### config.mk
export PLATFORM = sky130hd
export DESIGN_NAME = mem_arbiter
export DESIGN_NICKNAME = d
export VERILOG_FILES = /design/src/rtl/mem_arbiter.sv
export SDC_FILE = /design/constraint.sdc
export NUM_CORES = 1
export LEC_CHECK = 0
export CAP_MARGIN = 15
export CORE_UTILIZATION = 37
export CTS_CLUSTER_DIAMETER = 40
export DETAILED_ROUTE_END_ITERATION = 8
export HOLD_SLACK_MARGIN = 0.02
export PLACE_DENSITY_LB_ADDON = 0.25
export RECOVER_POWER = 100
export SLEW_MARGIN = 15
export SYNTH_ARGS = -nofsm -noshare
export SYNTH_HDL_FRONTEND = slang
export SYNTH_SLANG_ARGS = --single-unit
### constraint.sdc
create_clock -name clk -period 2.15 [get_ports clk]
set_input_delay 0.43 -clock clk [delete_from_list [all_inputs] [get_ports clk]]
set_output_delay 0.43 -clock clk [all_outputs]
set_load 0.005 [all_outputs]
### src/rtl/mem_arbiter.sv
// -----------------------------------------------------------------------------
// mem_arbiter
//   Two-requester (CPU, DMA) arbiter in front of a single-port synchronous RAM.
//   One transaction at a time, fixed four-state sequence:
//     IDLE -> ACCESS -> WAIT -> ACK -> IDLE
//   Request sampled at edge E0, ack high in the cycle after E2, and the block
//   is back in IDLE after E3, for both reads and writes. Ties are broken
//   round-robin: the requester not granted last wins.
//
// Ports
//   clk        : single clock, all state on the rising edge
//   rst        : synchronous active-low reset
//   cpu_req    : CPU request, held until cpu_ack
//   cpu_we     : CPU write (1) / read (0)
//   cpu_addr   : CPU word address (AW bits)
//   cpu_wdata  : CPU write data (DW bits)
//   cpu_rdata  : registered CPU read data
//   cpu_ack    : one-cycle CPU completion pulse
//   dma_*      : same set of signals for the DMA requester
//   ram_addr   : registered RAM address
//   ram_wdata  : registered RAM write data
//   ram_we     : registered RAM write enable (one cycle per write)
//   ram_rdata  : RAM read data, valid one cycle after ram_addr is sampled
//   grant      : current owner, 00 none / 01 CPU / 10 DMA
// -----------------------------------------------------------------------------
module mem_arbiter #(
    parameter int AW = 10,
    parameter int DW = 32
) (
    input  logic          clk,
    input  logic          rst,
    input  logic          cpu_req,
    input  logic          cpu_we,
    input  logic [AW-1:0] cpu_addr,
    input  logic [DW-1:0] cpu_wdata,
    output logic [DW-1:0] cpu_rdata,
    output logic          cpu_ack,
    input  logic          dma_req,
    input  logic          dma_we,
    input  logic [AW-1:0] dma_addr,
    input  logic [DW-1:0] dma_wdata,
    output logic [DW-1:0] dma_rdata,
    output logic          dma_ack,
    output logic [AW-1:0] ram_addr,
    output logic [DW-1:0] ram_wdata,
    output logic          ram_we,
    input  logic [DW-1:0] ram_rdata,
    output logic [1:0]    grant
);

    localparam logic [1:0] ST_IDLE   = 2'd0;
    localparam logic [1:0] ST_ACCESS = 2'd1;
    localparam logic [1:0] ST_WAIT   = 2'd2;
    localparam logic [1:0] ST_ACK    = 2'd3;

    localparam logic [1:0] GRANT_NONE = 2'b00;
    localparam logic [1:0] GRANT_CPU  = 2'b01;
    localparam logic [1:0] GRANT_DMA  = 2'b10;

    // last_grant_r encoding: 0 = CPU was granted last, 1 = DMA was granted last
    localparam logic LAST_CPU = 1'b0;
    localparam logic LAST_DMA = 1'b1;

    logic [1:0]    state_r;
    logic          last_grant_r;
    logic          owner_we_r;

    logic          any_req_s;
    logic          pick_cpu_s;
    logic          sel_we_s;
    logic [AW-1:0] sel_addr_s;
    logic [DW-1:0] sel_wdata_s;

    // Arbitration: CPU wins when it is alone or when DMA owned the RAM last.
    always_comb begin
        any_req_s  = cpu_req | dma_req;
        pick_cpu_s = 1'b0;
        if (cpu_req && (!dma_req || (last_grant_r == LAST_DMA))) begin
            pick_cpu_s = 1'b1;
        end else begin
            pick_cpu_s = 1'b0;
        end
    end

    // Mux the winning requester's command onto the capture path.
    always_comb begin
        sel_we_s    = 1'b0;
        sel_addr_s  = {AW{1'b0}};
        sel_wdata_s = {DW{1'b0}};
        if (pick_cpu_s) begin
            sel_we_s    = cpu_we;
            sel_addr_s  = cpu_addr;
            sel_wdata_s = cpu_wdata;
        end else begin
            sel_we_s    = dma_we;
            sel_addr_s  = dma_addr;
            sel_wdata_s = dma_wdata;
        end
    end

    // Transaction sequencer and all registered outputs.
    always_ff @(posedge clk) begin
        if (!rst) begin
            state_r      <= ST_IDLE;
            last_grant_r <= LAST_DMA;
            owner_we_r   <= 1'b0;
            grant        <= GRANT_NONE;
            ram_we       <= 1'b0;
            ram_addr     <= {AW{1'b0}};
            ram_wdata    <= {DW{1'b0}};
            cpu_ack      <= 1'b0;
            dma_ack      <= 1'b0;
            cpu_rdata    <= {DW{1'b0}};
            dma_rdata    <= {DW{1'b0}};
        end else begin
            case (state_r)
                ST_IDLE: begin
                    // Command inputs are captured only here, so later changes
                    // on the owner's inputs cannot affect the access.
                    if (any_req_s) begin
                        ram_addr   <= sel_addr_s;
                        ram_wdata  <= sel_wdata_s;
                        ram_we     <= sel_we_s;
                        owner_we_r <= sel_we_s;
                        if (pick_cpu_s) begin
                            grant        <= GRANT_CPU;
                            last_grant_r <= LAST_CPU;
                        end else begin
                            grant        <= GRANT_DMA;
                            last_grant_r <= LAST_DMA;
                        end
                        state_r <= ST_ACCESS;
                    end else begin
                        ram_we  <= 1'b0;
                        state_r <= ST_IDLE;
                    end
                end
                ST_ACCESS: begin
                    // RAM samples the command at this edge; write pulse ends.
                    ram_we  <= 1'b0;
                    state_r <= ST_WAIT;
                end
                ST_WAIT: begin
                    // ram_rdata now holds the word addressed during ACCESS.
                    if (grant == GRANT_CPU) begin
                        cpu_ack <= 1'b1;
                        if (!owner_we_r) begin
                            cpu_rdata <= ram_rdata;
                        end else begin
                            cpu_rdata <= cpu_rdata;
                        end
                    end else begin
                        dma_ack <= 1'b1;
                        if (!owner_we_r) begin
                            dma_rdata <= ram_rdata;
                        end else begin
                            dma_rdata <= dma_rdata;
                        end
                    end
                    state_r <= ST_ACK;
                end
                ST_ACK: begin
                    // Request levels are ignored here; the owner may still be
                    // dropping its req on this edge.
                    cpu_ack <= 1'b0;
                    dma_ack <= 1'b0;
                    grant   <= GRANT_NONE;
                    state_r <= ST_IDLE;
                end
                default: begin
                    cpu_ack <= 1'b0;
                    dma_ack <= 1'b0;
                    ram_we  <= 1'b0;
                    grant   <= GRANT_NONE;
                    state_r <= ST_IDLE;
                end
            endcase
        end
    end

endmodule
[Word-level counts from Yosys, hierarchy flattened]
Index checks and enable logic that the tools add are counted.
Cells by class
  eq/ne operators: 7
  bitwise operators: 3
  mux-type cells: 16
  reductions and logical operators: 13
Operators by type and width (number)
  $mux 32: 1
  $mux 10: 1
  $pmux 2 s4: 1
  $reduce_and 2->1: 4
  $mux 1: 7
  $ne 2x2->1 const B: 3
  $pmux 1 s2: 3
  $reduce_and 3->1: 2
  $reduce_bool 2->1: 3
  $eq 2x1->1 const B: 2
  $eq 2x2->1 const B: 2
  $mux 2: 2
  $pmux 2 s2: 1
  $logic_not 2->1: 1
  $not 1->1: 2
  $logic_and 1x1->1: 1
  $logic_not 1->1: 1
  $logic_or 1x1->1: 1
  $or 1x1->1: 1
Word-level totals
  word-level logic and storage cells: 50
  input port bits: 122
  output and inout port bits: 111
  register bits: 115

[Longest topological paths before layout]
Gate-level depths: netlist of run 1.
  depth in word-level cells: 7
  mapped depth: 7
  gate-level depth less buffers: 5

[Worst setup path after synthesis of run 1]
Ideal clock, no wire load.
  path type: reg-to-reg
  start: register state_r[0]
  end: register ram_addr[0]
  period minus slack after synthesis: 1.585 ns
  required time: 2.028 ns
  stages on the path, launching flop included: 8
  path buffers: 3
  slack: 0.565 ns
  setup time: 0.122 ns
  arrival: 1.464 ns
  path through: dfxtp_1 > inv_1 > ha_1 > buf_2 > and4_1 > buf_2 > buf_6 > a221o_1
On the way
  word-level cells in the longest chain between the ends: 2
Ends and longest elaborated chain
  from (decl): RTL line 64  | logic [1:0] state_r;
  from (signal assigned): RTL line 104  | state_r <= ST_IDLE;
  from (signal assigned): RTL line 132  | state_r <= ST_ACCESS;
  from (signal assigned): RTL line 135  | state_r <= ST_IDLE;
  $logic_not 2->1: RTL line 116  | case (state_r)
  $reduce_and 2->1 (no source line)
  to (signal assigned): RTL line 109  | ram_addr <= {AW{1'b0}};
  to (signal assigned): RTL line 121  | ram_addr <= sel_addr_s;
  to (decl): RTL line 44  | output logic [AW-1:0] ram_addr,
No other way between the ends.
A chain may end at the register's enable or synchronous reset.

[Worst setup path in the final report of run 1]
  start: input port dma_req
  end: register ram_wdata[1]
On the way
  word-level cells in the longest chain between the ends: 5
  elaborated cells on any way between the ends: 7
  those cells by class: mux: 2; bitwise: 1; reduce/logical: 4
Ends and longest elaborated chain
  from (decl): RTL line 38  | input logic dma_req,
  $logic_not 1->1: RTL line 78  | if (cpu_req && (!dma_req || (last_grant_r == LAST_DMA))) begin
  $logic_or 1x1->1: RTL line 78
  $logic_and 1x1->1: RTL line 78
  $mux 1: RTL line 78
  $mux 32: RTL line 90  | if (pick_cpu_s) begin
  to (signal assigned): RTL line 110  | ram_wdata <= {DW{1'b0}};
  to (signal assigned): RTL line 122  | ram_wdata <= sel_wdata_s;
  to (decl): RTL line 45  | output logic [DW-1:0] ram_wdata,
Several ways; a longest one is shown, not always the timed one.

==> impl_results.md, run 1 <==
- Yosys top cell by area: dfxtp_1
- Grt total ovfl: 0
- Syn_nets: 606
- I/O Pins: ~230
- Die W: about 110 um
- Drt wl/cell: ~16 um
- Drt first pass iters: 4
- VDD IR max: ~500 uV
- Vias in the first global route: around 4500
- Final count of hold timing violations: 0
- Synth top area share: 50.0%
- Via count of the routed design: about 4400
- Post-DRT Antenna Nets: 0
- Hold WC Path Type: reg2reg
- Clk sinks: 115
- Pins over their slew limit: 0
- Fin Setup TNS: 0 ns
- CTS root buffer: clkbuf_16
- Hold WS: approximately 0.45 ns
- Crit path kind: in2reg
- Ys Warns: 0
- WL final: between 10000 and 15000 um
- Status: complete, no violations
- CTS max path bufs: 2
- Mapped Area: about 4600 um2
- Via-to-Cell Ratio: approximately 5
- Top delay family on crit path: simple AND/OR/NAND/NOR gates
- Met2 usage: a little under two fifths
- P_int: between 0.005 and 0.006 W
- Clock skew: 0.00899 ns
- FMAX: slightly above 500 MHz
- Leak: between 3 and 4 nW
- Yosys reg bits: ~120
- First-pass GRT wire length: between 20000 and 25000 um
- Post-CTS setup buffers: 0
- Fill cells: 1008
- Worst EP arrival: roughly 2.3 ns
- CTS tree: built
- CP cell instances: dlygate4sd3_1 > a21boi_2 > nor2b_4 > a221o_1
- Sw Ratio: a little over a quarter
- Met3 Resource Use GR: between 6 and 7%
- Die area: ~13000 um2
- Core region area: 12100 um2
- Area Overhead vs Synth: 63.4%
- Detailed Route Iter0 Violations: 279
- Setup violators final: 0
- PortBufs: between 200 and 250
- Worst path max stage delay: slightly above 0.8 ns
- CP required: between 2 and 3 ns
- Unrepaired setup endpoints after global routing: false
- Post-route DRC: 0
- Worst path buffer plus inverter count: 1
- Unique masters post-synth: 32
- Gr usage total: between 20 and 25%
- Met1 usage: a little under a quarter
- Psw: ~0.0019 W
- Largest net degree at the start of global routing: 51
- Post-CTS resize count: 0
- Slew margin rel.: 34.6%
- Crit path max fanout: 42
- PwrDens: around 930 nW/um2
- Post-DP HPWL: roughly 9700 um
- Clk slew on worst S/H paths: 0.05 ns
- Starting Density: a little under two fifths
- Worst Tran Pin Value: about 1 ns
- CP endpoint kind: flop
- Final net count: just over 800
- Routability cong.: roughly 0.76
- Cts-stage hold buffer count: 0
- Clk Latency, worst-skew pair: about 0.42 ns
- Startpoint class of the critical path: input port
- Sequential-to-total area share from yosys stat: between 50% and 60%
- Layout cells sized above 1: just over 6%
- Die height: between 100 and 150 um
- Clk pwr share: a little under two fifths
- Minimum clock period: ~2.0 ns
- Grt peak-use layer: met2
- Overall Power: between 0.007 and 0.008 W
- Max-Cap Viols: 0
- Number of buffers created by CTS: 17
- Fin crit share: between 90% and 100%
- Avg Cell Area, Syn: 9.59 um2
- Inserted Diodes: 0
- Initial antenna violation count: 0
- H-Tree Depth: 4
- Row Count: 40
- Synth Instances: between 400 and 500
- Logic pwr share: between 20% and 30%
- Top post-synthesis cells by area: dfxtp_1 50%, nand2_1 11%, a221o_1 9.1%
- Sequential share of power: between 30% and 40%
- Crit path max-delay cell type: nor2b_4
## cell families after synthesis
family                     Yosys count  synth area share, %
and+or+nand+nor                    194                 19.5
DFF                                115                 50.0
AOI/OAI and AO/OA                   90                 16.6
buffers and inverters               45                 5.82
muxes                               32                 6.96
adders and majority gates            4                 1.09
## metrics by stage
step	setup WS [ns]	instances	utilization [%]	area, um2
floorplan	0.565	480	-	4600
global placement	-0.0767	849	58.1	7010
detailed placement	-0.142	849	58.1	7010
CTS	0.258	880	62.7	7560
global route	0.0852	880	62.4	7520
finish	0.191	880	62.4	7520
## cells in the final DEF, fill, tap and decap left out, types with 2 or more instances in the layout
master             n
a21boi_0          33
a21boi_1           2
a21oi_1            3
a221o_1           42
and3_1            43
buf_4              9
clkbuf_1           4
clkbuf_16         17
clkbuf_8           7
clkdlybuf4s50_1  119
clkinv_2           4
dfxtp_1          115
dlygate4sd3_1    112
ha_1               4
inv_1              2
mux2i_1           32
nand2_1          133
nand2b_1           3
nand3_1            2
nor2_1             2
nor2b_1            2
nor3b_1            2
o21ai_0            5
## registers in the layout (all words and copies together) (netlist names), 2 cells and up
signal / count
ram_addr: 10
dma_rdata: 32
state_r: 2
ram_wdata: 32
grant: 2
cpu_rdata: 32
## final timing paths
| kind | start | slack [ns] | cells after the start | endpoint |
|---|---|---|---|---|
| min reg2reg | dma_rdata[5] | 0.45 | 2 | dma_rdata[5] |
| min | dma_rdata[5] | 0.45 | 2 | dma_rdata[5] |
| max | dma_req | 0.19 | 4 | ram_wdata[1] |
| max reg2reg | state_r[0] | 0.30 | 7 | ram_addr[7] |
## layout make-up
type / instances / area (um2) / share of cell area (%)
Multi-Input combinational cell: 320 / 2040 / 27.1
Tap cell: 168 / 210 / 2.79
Clock buffer: 27 / 533 / 7.08
Sequential cell: 115 / 2300 / 30.6
Inverter: 2 / 7.51 / 0.0998
Clock inverter: 4 / 20.0 / 0.266
Timing Repair Buffer: 244 / 2420 / 32.1
## synth_stat cells, drive strengths merged
master and instances:
nand2 133, dfxtp 115, and3 43, a221o 42
a21boi 36, mux2i 32, buf 24, clkbuf 19
o21ai 6, ha 4, a21oi 3, nand2b 3
nor2b 3, inv 2, nand3 2, nor2 2
nor3b 2, a32oi 1, and2 1, and3b 1
and4 1, nand3b 1, nand4bb 1, nor4bb 1
o21bai 1, o22ai 1
## worst reg2reg max path, delay by kind of cell (launching register included)
family | cells | cell delay (ns)
adders and majority gates | 1 | 0.17
AOI/OAI and AO/OA | 2 | 0.37
and+or+nand+nor | 1 | 0.23
DFF | 1 | 0.33
buffers and inverters | 3 | 0.64
## power groups by stage
stage | combinational [W] | clock, W | sequential [W]
global route | 0.00190 | 0.00275 | 0.00269
finish | 0.00177 | 0.00260 | 0.00265
detailed placement | 0.00192 | 0 | 0.00269
global placement | 0.00187 | 0 | 0.00269
floorplan | 0.000834 | 0 | 0.00270
CTS | 0.00193 | 0.00265 | 0.00267
## layer usage
metal,part of all wire [%],routed length (um),vias to the layer above
met5,0,0,-
met4,2.8,392,0
met3,5.9,820,32
met2,50,7030,153
met1,41,5690,2119
li1,-,-,2119
Power figures use the tool's default switching activity.
==> run 2: changes to the inputs <==
--- a/config.mk
+++ b/config.mk
@@ -7,7 +7,6 @@
 export LEC_CHECK = 0
 export CAP_MARGIN = 15
 export CORE_UTILIZATION = 37
-export CTS_CLUSTER_DIAMETER = 40
 export DETAILED_ROUTE_END_ITERATION = 8
 export HOLD_SLACK_MARGIN = 0.02
 export PLACE_DENSITY_LB_ADDON = 0.25
==> results of run 2 <==
Final layout, timing and power as in run 1 (identical DEF).
==> RTL change (flow settings as in run 2) <==
Set the parameter `DW` to 64 (it was 32).
--- a/src/rtl/mem_arbiter.sv
+++ b/src/rtl/mem_arbiter.sv
@@ -25,7 +25,7 @@
 // -----------------------------------------------------------------------------
 module mem_arbiter #(
     parameter int AW = 10,
-    parameter int DW = 32
+    parameter int DW = 64
 ) (
     input  logic          clk,
     input  logic          rst,
Ports: changed (6 resized); port bits go from 233 to 425. The function was not compared with the original's and may differ.
==> RTL change against run 2 <==
  * Combinational power increased by 79%
  * Synthesized area increased by 80%
  * Design area increased by 79%
  * Sequential share of layout area increased by 0.77 points
  * Critical path depth decreased by 3
  * Sequential power increased by 81%
  * Maximum frequency decreased by 5.2%
  * Total power increased by 72%
  * Routed wire length increased by 98%
  * Synthesized cell count increased by 80%
  * Sequential cell count increased by 96
  * Worst setup slack got worse by 110 ps
==> RTL change: results (changes against run 2) <==
[pwr]
pwr-share-comb_pct=26.2  ; +1.0 points
power_switching_share_pct=27.29  ; +0.66 points
p_switching_uw=3304  ; +77%
ir_drop_v=0.0004594  ; -6.1%
p_leak_uw=0.005767  ; +77%

[min_path]
hold_depth=3  ; +1
hold_path_end=owner_we_r

[placement]
dp_slack_ps=110.9  ; +252.9 ps
place_hpwl_mm=19.56  ; +100%
dp.cells=1508  ; +78%
gp_congestion=0.8366  ; +10%

[grt]
track_usage_pct=22.50  ; +0.80 points
grt_pass1_wl_mm=40.34  ; +87%
grt_pass1_vias=7388  ; +66%
grt_max_degree=123  ; +140%

[yosys]
yosysSeqAreaShare_pct=51.00  ; +1.0 points
syn_area_per_cell_um2=9.563  ; -0.31%
synth_area_leaders=dfxtp_1 (51%), nand2_1 (12%), a221o_1 (8.9%), mux2i_1 (7.7%), and3_1 (5.7%)

[cells_and_area]
clkbuf_count=31  ; +15%
buffers=439  ; +80%
reg_top3=cpu_rdata x64, dma_rdata x64, ram_wdata x64
nonClkBufAreaFrac_pct=33.04  ; +0.93 points
final_layout_size_suffix_gt1_share_pct=4.653  ; -1.5 points
multi_input_area_um2=3640  ; +79%

[run_status]
status=finished, final reports clean

[clocking]
clock_path_buffers=3  ; +1
clock_latency_ps=520  ; +100 ps

[setup_path]
arrival_ps=1640  ; -670 ps

[sta]
max_slew_margin_pct=50.12  ; +15 points
finClkSkew_ps=18.14  ; +9.151 ps

[detailed_routing]
drt-initial-drc-count=329  ; +18%

## RTL change: tightest hold or removal path, cell delays in order
cell	delay (ps)
buf_6	120
nand2_1	120
o21ai_0	90
## RTL change: kinds of logic (layout without fill, tap and decap cells)
kind of cell	Yosys count	in the layout	synth area share, %
compound gates	154	154	16.01
buf+inv	79	481	5.575
mux	64	64	7.735
flops	211	211	51.00
fa+ha+maj	4	4	0.6043
simple gates	354	354	19.07
## RTL change: routing by layer
metal | vias to the layer above | track usage (%) | routed length, µm
li1 | 3805 | - | -
met1 | 3569 | 25.73 | 10590
met2 | 323 | 38.22 | 13180
met3 | 71 | 6.287 | 2440
met4 | 0 | 11.53 | 1351
met5 | - | 0 | 0
## RTL change: per-stage QoR
stage / cell area [µm²] / utilization, %
final: 13470 / 61.52
after global routing: 13470 / 61.52
after CTS: 13500 / 61.68
after detailed placement: 12700 / 58.04
after global placement: 12700 / 58.04
after floorplan: 8282 / -
